**src/rtl/nor_logic_unit_pipe_pkg.sv**
```systemverilog
// Shared definitions for the bitwise logic unit: op-code encoding, op width
// and the output-buffer occupancy states.
package nor_logic_unit_pipe_pkg;

  localparam int unsigned OP_W = 3;

  // Bitwise operation select
  typedef enum logic [OP_W-1:0] {
    OP_AND   = 3'b000,
    OP_OR    = 3'b001,
    OP_NOR   = 3'b010,
    OP_NAND  = 3'b011,
    OP_XOR   = 3'b100,
    OP_XNOR  = 3'b101,
    OP_NOTA  = 3'b110,
    OP_PASSA = 3'b111
  } op_e;

  // Output buffer occupancy (0, 1 or 2 entries)
  typedef enum logic [1:0] {
    OCC_EMPTY = 2'd0,
    OCC_ONE   = 2'd1,
    OCC_FULL  = 2'd2
  } occ_e;

endpackage

```
**src/rtl/nor_logic_unit_pipe_logic_slice.sv**
```systemverilog
// logic_slice: purely combinational WIDTH-bit bitwise op evaluator.
// Ports:
//   a, b   : operands (b unused by NOT a / PASS a)
//   op     : operation select (op_e encoding)
//   res_c  : combinational result
module logic_slice
  import nor_logic_unit_pipe_pkg::*;
#(
  parameter int unsigned WIDTH = 8
) (
  input  logic [WIDTH-1:0] a,
  input  logic [WIDTH-1:0] b,
  input  logic [OP_W-1:0]  op,
  output logic [WIDTH-1:0] res_c
);

  // Op decode
  always_comb begin
    res_c = '0;
    case (op)
      OP_AND:   res_c = a & b;
      OP_OR:    res_c = a | b;
      OP_NOR:   res_c = ~(a | b);
      OP_NAND:  res_c = ~(a & b);
      OP_XOR:   res_c = a ^ b;
      OP_XNOR:  res_c = ~(a ^ b);
      OP_NOTA:  res_c = ~a;
      OP_PASSA: res_c = a;
      default:  res_c = '0;
    endcase
  end

endmodule

```
**src/rtl/nor_logic_unit_pipe.sv**
```systemverilog
// nor_logic_unit_pipe: registered WIDTH-bit bitwise logic unit with valid/ready
// handshakes, a 2-entry output FIFO, an all-zero result flag and a counter of
// completed (popped) operations.
// Ports:
//   clk, rst                      : clock, synchronous active-high reset
//   in_valid/in_ready             : operand beat handshake (in_ready registered)
//   in_a, in_b, in_op             : operands and op select
//   out_valid/out_ready           : result handshake (out_valid registered)
//   out_res, out_zero             : head result and its reduction-NOR flag
//   op_count                      : pops since reset, wrapping
module nor_logic_unit_pipe
  import nor_logic_unit_pipe_pkg::*;
#(
  parameter int unsigned WIDTH = 8,
  parameter int unsigned CNT_W = 16
) (
  input  logic             clk,
  input  logic             rst,
  input  logic             in_valid,
  output logic             in_ready,
  input  logic [WIDTH-1:0] in_a,
  input  logic [WIDTH-1:0] in_b,
  input  logic [OP_W-1:0]  in_op,
  output logic             out_valid,
  input  logic             out_ready,
  output logic [WIDTH-1:0] out_res,
  output logic             out_zero,
  output logic [CNT_W-1:0] op_count
);

  occ_e             occ_q, occ_d;
  logic [WIDTH-1:0] head_res_q, head_res_d;
  logic             head_zero_q, head_zero_d;
  logic [WIDTH-1:0] tail_res_q, tail_res_d;
  logic             tail_zero_q, tail_zero_d;
  logic [WIDTH-1:0] slice_res_c;
  logic             slice_zero_c;
  logic             push_c;
  logic             pop_c;

  logic_slice #(.WIDTH(WIDTH)) u_slice (
    .a     (in_a),
    .b     (in_b),
    .op    (in_op),
    .res_c (slice_res_c)
  );

  assign slice_zero_c = ~|slice_res_c;

  // Handshakes depend only on registered state, so no out_ready->in_ready path
  assign push_c = in_valid & in_ready;
  assign pop_c  = out_valid & out_ready;

  assign out_res  = head_res_q;
  assign out_zero = head_zero_q;

  // Buffer next-state: head is the FIFO front, tail the second entry
  always_comb begin
    occ_d       = occ_q;
    head_res_d  = head_res_q;
    head_zero_d = head_zero_q;
    tail_res_d  = tail_res_q;
    tail_zero_d = tail_zero_q;
    case (occ_q)
      OCC_EMPTY: begin
        if (push_c) begin
          head_res_d  = slice_res_c;
          head_zero_d = slice_zero_c;
          occ_d       = OCC_ONE;
        end
      end
      OCC_ONE: begin
        if (push_c) begin
          if (pop_c) begin
            // Head leaves as the new beat arrives: new beat becomes head
            head_res_d  = slice_res_c;
            head_zero_d = slice_zero_c;
          end else begin
            tail_res_d  = slice_res_c;
            tail_zero_d = slice_zero_c;
            occ_d       = OCC_FULL;
          end
        end else if (pop_c) begin
          occ_d = OCC_EMPTY;
        end
      end
      OCC_FULL: begin
        if (pop_c) begin
          head_res_d  = tail_res_q;
          head_zero_d = tail_zero_q;
          occ_d       = OCC_ONE;
        end
      end
      default: occ_d = OCC_EMPTY;
    endcase
  end

  // State, handshake flags and counter registers
  always_ff @(posedge clk) begin
    if (rst) begin
      occ_q       <= OCC_EMPTY;
      head_res_q  <= '0;
      head_zero_q <= 1'b1;
      tail_res_q  <= '0;
      tail_zero_q <= 1'b1;
      in_ready    <= 1'b1;
      out_valid   <= 1'b0;
      op_count    <= '0;
    end else begin
      occ_q       <= occ_d;
      head_res_q  <= head_res_d;
      head_zero_q <= head_zero_d;
      tail_res_q  <= tail_res_d;
      tail_zero_q <= tail_zero_d;
      in_ready    <= (occ_d != OCC_FULL);
      out_valid   <= (occ_d != OCC_EMPTY);
      if (pop_c) begin
        op_count <= op_count + CNT_W'(1);
      end
    end
  end

endmodule

```
**config.mk**
```make
export PLATFORM = sky130hd
export DESIGN_NAME = nor_logic_unit_pipe
export DESIGN_NICKNAME = d
export VERILOG_FILES = /design/src/rtl/nor_logic_unit_pipe_pkg.sv /design/src/rtl/nor_logic_unit_pipe_logic_slice.sv /design/src/rtl/nor_logic_unit_pipe.sv
export SDC_FILE = /design/constraint.sdc
export NUM_CORES = 1
export LEC_CHECK = 0
export ABC_AREA = 1
export CAP_MARGIN = 20
export CORE_MARGIN = 2
export CORE_UTILIZATION = 35
export CTS_CLUSTER_SIZE = 14
export DETAILED_ROUTE_END_ITERATION = 16
export PLACE_DENSITY = 0.56
export SLEW_MARGIN = 20
export SYNTH_ARGS = -nofsm -noshare
export SYNTH_HDL_FRONTEND = slang
export SYNTH_HIERARCHICAL = 1
export SYNTH_SLANG_ARGS = --single-unit
export TNS_END_PERCENT = 1
```
**constraint.sdc**
```tcl
create_clock -name clk -period 2.55 [get_ports clk]
set_clock_uncertainty 0.05 [all_clocks]
set_input_delay 0.765 -clock clk [delete_from_list [all_inputs] [get_ports clk]]
set_output_delay 0.765 -clock clk [all_outputs]
set_load 0.005 [all_outputs]
```
# [After elaboration in Yosys (flattened, before gate mapping)]
# Index checks and enable logic that the tools add are counted.
[totals] latch_bits=0 input_bits=23 register_bits=38 mem_count=0 rom_bits=0 ram_bits=0 out_inout_bits=27
[op_classes] n_lt_le_gt_ge=0 eq_ne=14 muxes=17 mul=0 n_reduce_logical=8 div_mod_pow=0 bitwise=10 shift=0 n_addsub=1
[ops] operator="$pmux 8 s8" n=1
[ops] operator="$mux 8" n=4
[ops] operator="$not 8->8" n=4
[ops] operator="$pmux 8 s3" n=1
[ops] operator="$add 16x1->16 const B" n=1
[ops] operator="$eq 3x3->1 const B" n=4
[ops] operator="$mux 2" n=5
[ops] operator="$ne 2x2->1 const B" n=5
[ops] operator="$and 8x8->8" n=1
[ops] operator="$or 8x8->8" n=1
[ops] operator="$reduce_or 8->1" n=1
[ops] operator="$xor 8x8->8" n=1
[ops] operator="$eq 3x2->1 const B" n=2
[ops] operator="$pmux 2 s3" n=1
[ops] operator="$reduce_and 5->1" n=1
[ops] operator="$mux 1" n=4
[ops] operator="$eq 3x1->1 const B" n=1
[ops] operator="$logic_not 3->1" n=1
[ops] operator="$pmux 1 s3" n=1
[ops] operator="$reduce_and 3->1" n=1
[ops] operator="$reduce_bool 3->1" n=1
[ops] operator="$and 1x1->1" n=2
[ops] operator="$eq 2x1->1 const B" n=1
[ops] operator="$eq 2x2->1 const B" n=1
[ops] operator="other kinds (4)" n=4

# [Longest topological paths before layout]
# Gate-level depths: netlist of run 1.
[logic_depth] depth_word=8 ltp_mapped=12 mapped_depth_nobuf=12

# [Hierarchy]
# The synthesis of run 1 kept the hierarchy.
[modules_own_cells] module="nor_logic_unit_pipe" instances=1 area_each_um2=1783.0 cells_per_inst=253
[modules_own_cells] module="logic_slice" instances=1 area_each_um2=974.7 cells_per_inst=167

# [Least setup slack after synthesis of run 1]
# Ideal clock, no wire load.
[synth_path] kind="input -> register" from="input port in_a[4]" to="register head_zero_q (netlist: out_zero)" t_arrival_ns=1.778 cell_stages=12 path_slack_ns=0.660 cell_sequence="inv_1 -> ha_1 -> inv_1 -> nand4_1 -> nand2_1 -> nor2_1 -> nand3_1 -> nor2_1 -> nand3_1 -> nor2_1 -> o21ai_1 -> nand3_1"
[synth_via] elab_chain_cells=8 elab_cells_between_ends=14 classes_between="mux (5); bitwise (7); reduce/logical (2)"
[synth_lines] item="start: declaration" line="nor_logic_unit_pipe.sv:21" source="input logic [WIDTH-1:0] in_a,"
[synth_lines] item="$xor 8x8->8 (tied with other cells)" line="nor_logic_unit_pipe_logic_slice.sv:25, nor_logic_unit_pipe_logic_slice.sv:26"
[synth_lines] item="$not 8->8 (on tied branches)" line="nor_logic_unit_pipe_logic_slice.sv:26, nor_logic_unit_pipe_logic_slice.sv:23, nor_logic_unit_pipe_logic_slice.sv:24"
[synth_lines] item="$pmux 8 s8 (*)" line="nor_logic_unit_pipe_logic_slice.sv:20" source="case (op)"
[synth_lines] item="net slice_res_c[4]" line="nor_logic_unit_pipe.sv:36" source="logic [WIDTH-1:0] slice_res_c;"
[synth_lines] item="$reduce_or 8->1 (*)" line="nor_logic_unit_pipe.sv:48" source="assign slice_zero_c = ~|slice_res_c;"
[synth_lines] item="$logic_not 1->1 (*)" line="nor_logic_unit_pipe.sv:48"
[synth_lines] item="$mux 1" line="nor_logic_unit_pipe.sv:74" source="if (pop_c) begin"
[synth_lines] item="$mux 1" line="nor_logic_unit_pipe.sv:73" source="if (push_c) begin"
[synth_lines] item="$pmux 1 s3 (*)" line="nor_logic_unit_pipe.sv:64" source="case (occ_q)"
[synth_lines] item="end signal: assignment" line="nor_logic_unit_pipe.sv:112" source="head_zero_q <= head_zero_d;"
[synth_lines] item="end: declaration" line="nor_logic_unit_pipe.sv:33" source="logic head_zero_q, head_zero_d;"
# The timed path passes the listed nets; every way through them passes the cells marked *. The select of a mux whose other input is x is not followed.
# A chain may end at the register's enable or synchronous reset.

# [Worst setup path after layout of run 1]
[layout_path] from="input port in_a[5]" to="register head_zero_q (netlist: out_zero)"
# Same word-level chain as after synthesis.

==> flow_metrics.env, run 1 <==
export IMPL_slew_violations=0
export IMPL_synth_top_area_share_pct=27.6
export IMPL_final_hold_viol_count=0
export IMPL_instances_no_fill=588
export IMPL_setup_viol=0
export IMPL_syn_avg_cell_area_um2=6.57
export IMPL_vias=2758
export IMPL_cts_made_buffers=5
export IMPL_pin_count=50
export IMPL_via_per_inst=4.69
export IMPL_rows=32
export IMPL_diodes=0
export IMPL_drv_cap=0
export IMPL_ant_nets=0
export IMPL_area_delta_synth_final_pct=29.7
export IMPL_grt_overflow=0
export IMPL_synth_top_area_cell="dfxtp_1"
export IMPL_worst_slack_ns=0.206
export IMPL_finalCriticalPeriod_ns=2.34
export IMPL_antenna_found_initial=0
export IMPL_routed_wl_um=6460
export IMPL_gp_congestion=0.770
export IMPL_fin_nets=525
export IMPL_hp_class="flop to flop"
export IMPL_dpl_hpwl_um=5140
export IMPL_maxSlewHeadroom_pct=72.6
export IMPL_preCtsSetupSlack_ns=-0.148
export IMPL_cp_required_ns=2.73
export IMPL_start_kind="input port"
export IMPL_drt_iter0_drc=79
export IMPL_fmax_mhz=427
export IMPL_post_drt_wl_per_cell_um=11.0
export IMPL_cts_root_buf="clkbuf_8"
export IMPL_finalInstanceArea_um2=3580
export IMPL_synth_warning_count=6
export IMPL_power_leakage_uw=0.00161
export IMPL_dp_cells=580
export IMPL_grt_pass1_vias=2440
export IMPL_rsz0062_at_grt="false"
export IMPL_p_per_area_nw_per_um2=438
export IMPL_drtPass1Iterations=4
export IMPL_tightest_slew_ns=0.409
export IMPL_die_w_um=92.8
export IMPL_drc=0
export IMPL_period_share_pct=91.9
export IMPL_grt_usage_pct=15.6
export IMPL_synth_top_cells_by_area="dfxtp_1 (28%), nand2_1 (12%), nor2_1 (11%)"
export IMPL_worst_r2r_setup_slack_ns=1.03
export IMPL_outcome="completed"
export IMPL_cts_setup_buffers=0
export IMPL_worstPathMaxFanout=3
export IMPL_hold_buffers=0
export IMPL_ir_worst_vdd_mv=0.211
export IMPL_clk_pin_slew_ns=0.08
export IMPL_cts_max_path_buffers=2
export IMPL_start_util_pct=35.9
export IMPL_synth_cell_types=30
export IMPL_cp_arrival_ns=2.53
export IMPL_h_tree_depth=2
export IMPL_netlist_instances=420
export IMPL_die_height_um=92.8
export IMPL_worst_setup_path_end_kind="flop"
export IMPL_ys_ff_latch=38
export IMPL_syn_num_nets=460
export IMPL_place_area_um2=3480
export IMPL_cts_tree="yes"
export IMPL_grt_pass1_wl_um=11200
export IMPL_port_buffers=49
export IMPL_drive_above_1_share_pct=11.3
export IMPL_clk_latency_ns=0.29
export IMPL_grt_max_degree=18
export IMPL_coreArea_um2=7690
export IMPL_synthesis_area_um2=2760
export IMPL_die_area_um2=8610
export IMPL_cts_sinks=38
export IMPL_post_route_util_pct=46.5
export IMPL_worstSetupPathType="input port to flop"
export IMPL_yosysSeqAreaShare_pct=27.6
cell usage after synthesis (all sizes together):
library cell,number
inv,55
nor3b,1
nor3,3
clkbuf,2
dfxtp,38
nand2,92
nand4,32
o21ai,35
nand2b,1
nand3,25
buf,14
o21bai,2
clkinv,1
a21oi,9
a31oi,8
ha,17
nor2,85
where the power goes:
group / internal, uW / switching [uW] / leakage, uW
sequential: 642 / 32.3 / 0.000310
clock: 217 / 221 / 0.0000472
combinational: 218 / 236 / 0.00126
total: 1080 / 489 / 0.00161
metrics by stage:
stage | hold slack (ns) | total power (uW) | setup TNS, ns
finish | 0.435 | 1570 | 0
detailed placement | 0.414 | 1150 | -0.465
CTS | 0.439 | 1590 | 0
global route | 0.453 | 1680 | 0
global placement | 0.405 | 1140 | -0.183
floorplan | 0.393 | 965 | 0
flip-flops by register name, summed over array words and instances (netlist names):
register and count:
op_count 16, out_res 8, tail_res_q 8, occ_q 2, in_ready 1, out_valid 1, out_zero 1, tail_zero_q 1
cell families (layout without fill, tap and decap cells):
family	Yosys count	count (layout)	synth area share (%)
flops	38	38	27.6
buf+inv	72	138	13.3
simple gates	239	239	40.5
compound gates	54	54	10.9
fa+ha+maj	17	17	7.71
critical path, stage by stage:
cell	delay, ns
clkdlybuf4s50_1	0.47
inv_1	0.06
ha_1	0.30
nand3_1	0.09
o21ai_0	0.08
nor2_1	0.13
nand3_1	0.16
nor2_1	0.12
nand3_1	0.08
nor2_1	0.14
o21ai_1	0.07
nand3_1	0.06
layout by cell type, fill, tap and decap left out:
| cell | count |
|---|---|
| o21ai_2 | 1 |
| o21ai_1 | 11 |
| nand4_1 | 32 |
| inv_1 | 51 |
| nor2_8 | 1 |
| nand3_1 | 22 |
| clkbuf_8 | 6 |
| clkdlybuf4s50_1 | 48 |
| a21oi_1 | 9 |
| dlymetal6s2s_1 | 1 |
| inv_6 | 1 |
| nand2b_1 | 1 |
| inv_2 | 3 |
| nor3_1 | 2 |
| o21ai_0 | 22 |
| a31oi_1 | 8 |
| clkinv_2 | 1 |
| buf_12 | 5 |
| nand2_2 | 4 |
| clkinvlp_4 | 1 |
| nor3_4 | 1 |
| nand2_1 | 86 |
| nor3b_1 | 1 |
| buf_4 | 20 |
| nand2_4 | 2 |
| ha_1 | 17 |
| o21ai_4 | 1 |
| o21bai_1 | 2 |
| clkinv_4 | 1 |
| nor2_1 | 80 |
| dfxtp_1 | 38 |
| nor2_4 | 4 |
| nand3_2 | 3 |
final timing paths:
check                            startpoint          end  cells after the start
worst min-delay path            tail_zero_q  tail_zero_q                      2
worst max-delay path                in_a[5]     out_zero                     12
worst min register to register  tail_zero_q  tail_zero_q                      2
worst max register to register    out_valid    out_valid                      7
repair_timing:
action	in CTS	in global routing
endpoints found under the hold margin	0	0
setup endpoints to repair	0	1
gates resized for setup	0	1
layout make-up:
class                   instances  area (um^2)
repair buffers                 74          743
well taps                     102          128
fillers                       797         4110
multi-input cells             310         1630
flip-flops and latches         38          761
clock inverters                 2         12.5
inverters                      56          220
clock buffers                   6         82.6
layer usage:
layer	wire [um]	part of all wire (%)	GRT usage (%)
met5	0	0	0
met4	101	1.6	4.29
met3	238	3.7	2.69
met2	2880	45	24.9
met1	3240	50	21.7
Note: power is estimated with default switching activity, not from simulation.
==> run 2, diff against run 1 <==
Settings changed: CORE_MARGIN 2 to 1.5.
==> flow_metrics.env, run 2 (synthesized netlist as in run 1, its figures left out) <==
export IMPL_outcome="completed"
export IMPL_whs_path_depth=2
export IMPL_max_flop_register="op_count"
export IMPL_cts_made_buffers=5
export IMPL_rsz0062_at_grt="false"
export IMPL_final_common_cell="nand2_1"
export IMPL_fillers=809
export IMPL_dp_cells=580
export IMPL_fin_nets=525
export IMPL_hp_class="flop to flop"
export IMPL_coreArea_um2=7690
export IMPL_clk_latency_ns=0.29
export IMPL_drive_above_1_share_pct=11.1
export IMPL_final_hold_viol_count=0
export IMPL_critPathCapture="out_zero"
export IMPL_r2r_cells=7
export IMPL_cp_arrival_ns=2.53
export IMPL_start_util_pct=35.9
export IMPL_slew_violations=0
export IMPL_h_tree_depth=2
export IMPL_worstSetupPathType="input port to flop"
export IMPL_antenna_found_initial=0
export IMPL_cts_root_buf="clkbuf_8"
export IMPL_worst_setup_path_end_kind="flop"
export IMPL_worst_r2r_setup_slack_ns=1.03
export IMPL_grt_overflow=0
export IMPL_die_w_um=91.8
export IMPL_instances_no_fill=588
export IMPL_hold_buffers=0
export IMPL_area_delta_synth_final_pct=28.5
export IMPL_tightest_slew_ns=0.411
export IMPL_ir_worst_vdd_mv=0.205
export IMPL_clk_pin_slew_ns=0.07
export IMPL_drv_cap=0
export IMPL_maxSlewHeadroom_pct=72.5
export IMPL_worst_slack_ns=0.199
export IMPL_cts_setup_buffers=0
export IMPL_r2r_start="out_valid"
export IMPL_grt_pass1_wl_um=11600
export IMPL_worstPathMaxFanout=3
export IMPL_grt_usage_pct=16.5
export IMPL_drtPass1Iterations=4
export IMPL_rows=32
export IMPL_cts_sinks=38
export IMPL_fmax_mhz=425
export IMPL_setup_viol=0
export IMPL_drc=0
export IMPL_routed_wl_um=6450
export IMPL_diodes=0
export IMPL_layout_common_cells="nand2_1 (86), nor2_1 (80), inv_1 (51)"
export IMPL_period_share_pct=92.2
export IMPL_grt_max_degree=23
export IMPL_gp_congestion=0.790
export IMPL_cp_required_ns=2.73
export IMPL_post_drt_wl_per_cell_um=11.0
export IMPL_cts_max_path_buffers=2
export IMPL_die_area_um2=8420
export IMPL_regToRegEndpoint="out_valid"
export IMPL_die_height_um=91.8
export IMPL_preCtsSetupSlack_ns=-0.0819
export IMPL_largest_register_ff_count=16
export IMPL_port_buffers=49
export IMPL_p_per_area_nw_per_um2=436
export IMPL_ant_nets=0
export IMPL_crit_start="in_a[5]"
export IMPL_cts_tree="yes"
export IMPL_via_per_inst=4.77
export IMPL_pin_count=50
export IMPL_drt_iter0_drc=136
export IMPL_dpl_hpwl_um=5160
export IMPL_power_leakage_uw=0.00160
export IMPL_worstHoldStart="tail_zero_q"
export IMPL_start_kind="input port"
export IMPL_vias=2805
export IMPL_grt_pass1_vias=2604
export IMPL_finalCriticalPeriod_ns=2.35
export IMPL_ctsResizeCount=0
[run 2: cell count changes in the layout (fill, tap and decap cells not counted)]
cell / change
dlymetal6s2s_1: -1
buf_12: -2
clkbuf_1: +1
clkdlybuf4s50_1: +1
buf_4: +2
clkinvlp_4: -1
[run 2: where the power goes]
group	switching (uW)	internal, uW
Clock	205	218
Combinational	234	214
Sequential	33.5	642
[run 2: worst max-delay path: stages]
cell	delay, ns
clkdlybuf4s50_1	0.47
inv_1	0.06
ha_1	0.30
nand3_1	0.08
o21ai_0	0.07
nor2_1	0.14
nand3_1	0.16
nor2_1	0.12
nand3_1	0.07
nor2_1	0.13
o21ai_1	0.08
nand3_1	0.07
[run 2: layer usage]
layer	vias to the layer above	global-route usage (%)	routed length [um]
met1	1235	21.1	3120
met2	69	28.9	2950
met3	6	2.32	296
met4	0	4.62	81
met5	-	0	0
li1	1495	-	-
[run 2: cell type report]
cell class / count / area, um^2 / area share (%)
sequential: 38 / 761 / 21.5
tap: 102 / 128 / 3.60
multi-input combinational: 310 / 1630 / 46.0
timing repair buffer: 74 / 716 / 20.2
clock buffer: 7 / 86.3 / 2.44
clock inverter: 1 / 5.00 / 0.141
inverter: 56 / 220 / 6.21
[run 2: metrics by stage]
stage                     instance area [um^2]  setup TNS [ns]  utilization, %  total power, uW  hold WS [ns]
after detailed placement                  3450          -0.172            44.9             1140         0.406
after global routing                      3540               0            46.1             1650         0.456
after global placement                    3450          -0.101            44.9             1140         0.407
after CTS                                 3540               0            46.1             1570         0.426
final                                     3540               0            46.1             1550         0.426
after floorplan                           2760               0               -              965         0.393
[run 2: worst min path at each step]
stage,to
2_1_floorplan,tail_zero_q
3_3_place_gp,tail_zero_q
3_5_place_dp,tail_zero_q
4_1_cts,tail_zero_q
5_1_grt,op_count[12]
6_report,tail_zero_q
==> run 3, diff against run 2 <==
Settings changed: ABC_CLOCK_PERIOD_IN_PS set to 2550, CORE_UTILIZATION 35 to 57, GPL_ROUTABILITY_DRIVEN set to 0, PLACE_DENSITY 0.56 to 0.85.
==> flow_metrics.env, run 3 (synthesized netlist as in run 1, its figures left out) <==
export IMPL_vias=2858
export IMPL_critPathCapture="out_zero"
export IMPL_slew_violations=0
export IMPL_port_buffers=49
export IMPL_fmax_mhz=428
export IMPL_drc=0
export IMPL_drive_above_1_share_pct=10.4
export IMPL_pin_count=50
export IMPL_worst_setup_path_end_kind="flop"
export IMPL_pwr_share_seq_pct=43.6
export IMPL_hold_buffers=0
export IMPL_grt_pass1_vias=2606
export IMPL_hp_class="flop to flop"
export IMPL_setup_viol=0
export IMPL_via_per_inst=5.34
export IMPL_worstSetupPathType="input port to flop"
export IMPL_final_common_cell="nand2_1"
export IMPL_critical_path_slowest_cell="clkdlybuf4s50_1"
export IMPL_max_stage_delay_ns=0.48
export IMPL_largest_register_ff_count=16
export IMPL_r2r_start="occ_q[1]"
export IMPL_dp_cells=527
export IMPL_cp_arrival_ns=2.52
export IMPL_regToRegEndpoint="out_valid"
export IMPL_h_tree_depth=2
export IMPL_fin_nets=520
export IMPL_clk_latency_ns=0.29
export IMPL_ant_nets=0
export IMPL_cts_root_buf="clkbuf_8"
export IMPL_finalInstanceArea_um2=3450
export IMPL_routed_wl_um=6190
export IMPL_die_area_um2=5260
export IMPL_tightest_slew_ns=0.375
export IMPL_drv_cap=0
export IMPL_comb_power_share_pct=28.6
export IMPL_fillers=381
export IMPL_worst_r2r_setup_slack_ns=1.05
export IMPL_power_leakage_uw=0.00157
export IMPL_maxSlewHeadroom_pct=74.9
export IMPL_r2r_cells=5
export IMPL_cp_depth=13
export IMPL_cp_top_family="simple AND/OR/NAND/NOR gates"
export IMPL_cts_made_buffers=5
export IMPL_place_area_um2=3360
export IMPL_crit_chain="clkdlybuf4s50_1 > inv_1 > ha_1 > inv_1 > nand4_1 > nand2_1 > nor2_1 > nand3_1 > nor2_1 > nand2_1 > nor2_1 > o21ai_1 > nand3_1"
export IMPL_dpl_hpwl_um=4880
export IMPL_p_sw_uw=479
export IMPL_swShare_pct=30.9
export IMPL_cp_required_ns=2.73
export IMPL_rsz0062_at_grt="false"
export IMPL_final_hold_viol_count=0
export IMPL_grt_usage_pct=25.4
export IMPL_cts_tree="yes"
export IMPL_cts_setup_buffers=0
export IMPL_power_internal_uw=1070
export IMPL_instances_no_fill=535
export IMPL_drt_iter0_drc=108
export IMPL_antenna_found_initial=0
export IMPL_coreArea_um2=4690
export IMPL_die_height_um=72.6
export IMPL_rows=25
export IMPL_critPathMostFrequentCell="nor2_1"
export IMPL_crit_start="in_a[0]"
export IMPL_layout_common_cells="nand2_1 (86), nor2_1 (80), inv_1 (51)"
export IMPL_grt_overflow=0
export IMPL_ctsResizeCount=0
export IMPL_outcome="completed"
export IMPL_p_per_area_nw_per_um2=448
export IMPL_grt_max_degree=20
export IMPL_diodes=0
export IMPL_start_util_pct=58.8
export IMPL_cp_num_buf_inv=3
export IMPL_ir_worst_vdd_mv=0.234
export IMPL_finalCriticalPeriod_ns=2.33
export IMPL_worstPathMaxFanout=3
export IMPL_max_flop_register="op_count"
export IMPL_post_drt_wl_per_cell_um=11.6
export IMPL_clk_pin_slew_ns=0.07
export IMPL_cts_sinks=38
export IMPL_grt_pass1_wl_um=10900
export IMPL_pwr_share_clk_pct=27.8
export IMPL_drtPass1Iterations=6
export IMPL_die_w_um=72.6
export IMPL_cts_max_path_buffers=2
export IMPL_period_share_pct=91.6
export IMPL_start_kind="input port"
export IMPL_area_delta_synth_final_pct=25.1
==> run 3: cell types whose count changed in the layout (fill, tap and decap cells not counted) <==
cell / delta
clkinvlp_4: +1
buf_4: -5
clkbuf_1: -1
==> run 3: worst reg2reg max path: cells and delay by family (launching register included) <==
kind | cells | cell delay [ns]
AO/OA/AOI/OAI | 1 | 0.22
buffers and inverters | 1 | 0.13
AND/OR/NAND/NOR | 3 | 0.54
flip-flops | 1 | 0.50
==> run 3: how the worst min path moves through the flow <==
| stage | from | endpoint | slack, ns | depth (start not counted) |
|---|---|---|---|---|
| floorplan | tail_zero_q | tail_zero_q | 0.39 | 2 |
| global placement | tail_zero_q | tail_zero_q | 0.41 | 2 |
| detailed placement | tail_zero_q | tail_zero_q | 0.41 | 2 |
| CTS | out_res[7] | out_res[7] | 0.44 | 2 |
| global route | out_res[7] | out_res[7] | 0.46 | 2 |
| finish | out_res[7] | out_res[7] | 0.43 | 2 |
==> run 3: power by group through the flow <==
stage               registers, uW  clock network [uW]  logic (uW)
global route                  680                 461         503
global placement              686                   0         429
detailed placement            689                   0         441
CTS                           675                 437         442
floorplan                     686                   0         278
finish                        675                 430         443
==> run 3: metal layers <==
metal	up-vias	global-route usage [%]	wire length, um	share of wire [%]
met4	0	6.92	101	1.6
met1	1277	33.8	2810	45
li1	1483	-	-	-
met3	12	3.89	317	5.1
met2	86	42.7	2960	48
met5	-	0	0	0
==> run 3: final cells by class <==
cell class | instances | area, um^2 | share of cell area [%]
Sequential cell | 38 | 761 | 22.0
Clock inverter | 2 | 12.5 | 0.363
Clock buffer | 6 | 82.6 | 2.39
Timing Repair Buffer | 69 | 678 | 19.7
Multi-Input combinational cell | 310 | 1630 | 47.2
Inverter | 56 | 220 | 6.38
Tap cell | 54 | 67.6 | 1.96
==> run 3: per-stage QoR <==
| step | hold slack, ns | util (%) | power, uW | setup TNS, ns | worst slack [ns] |
|---|---|---|---|---|---|
| finish | 0.433 | 73.5 | 1550 | 0 | 0.215 |
| global route | 0.456 | 73.5 | 1640 | 0 | 0.00723 |
| CTS | 0.437 | 73.5 | 1550 | 0 | 0.234 |
| detailed placement | 0.409 | 71.5 | 1130 | -0.0807 | -0.0460 |
| global placement | 0.406 | 71.5 | 1120 | -0.0577 | -0.0346 |
| floorplan | 0.393 | - | 965 | 0 | 0.660 |
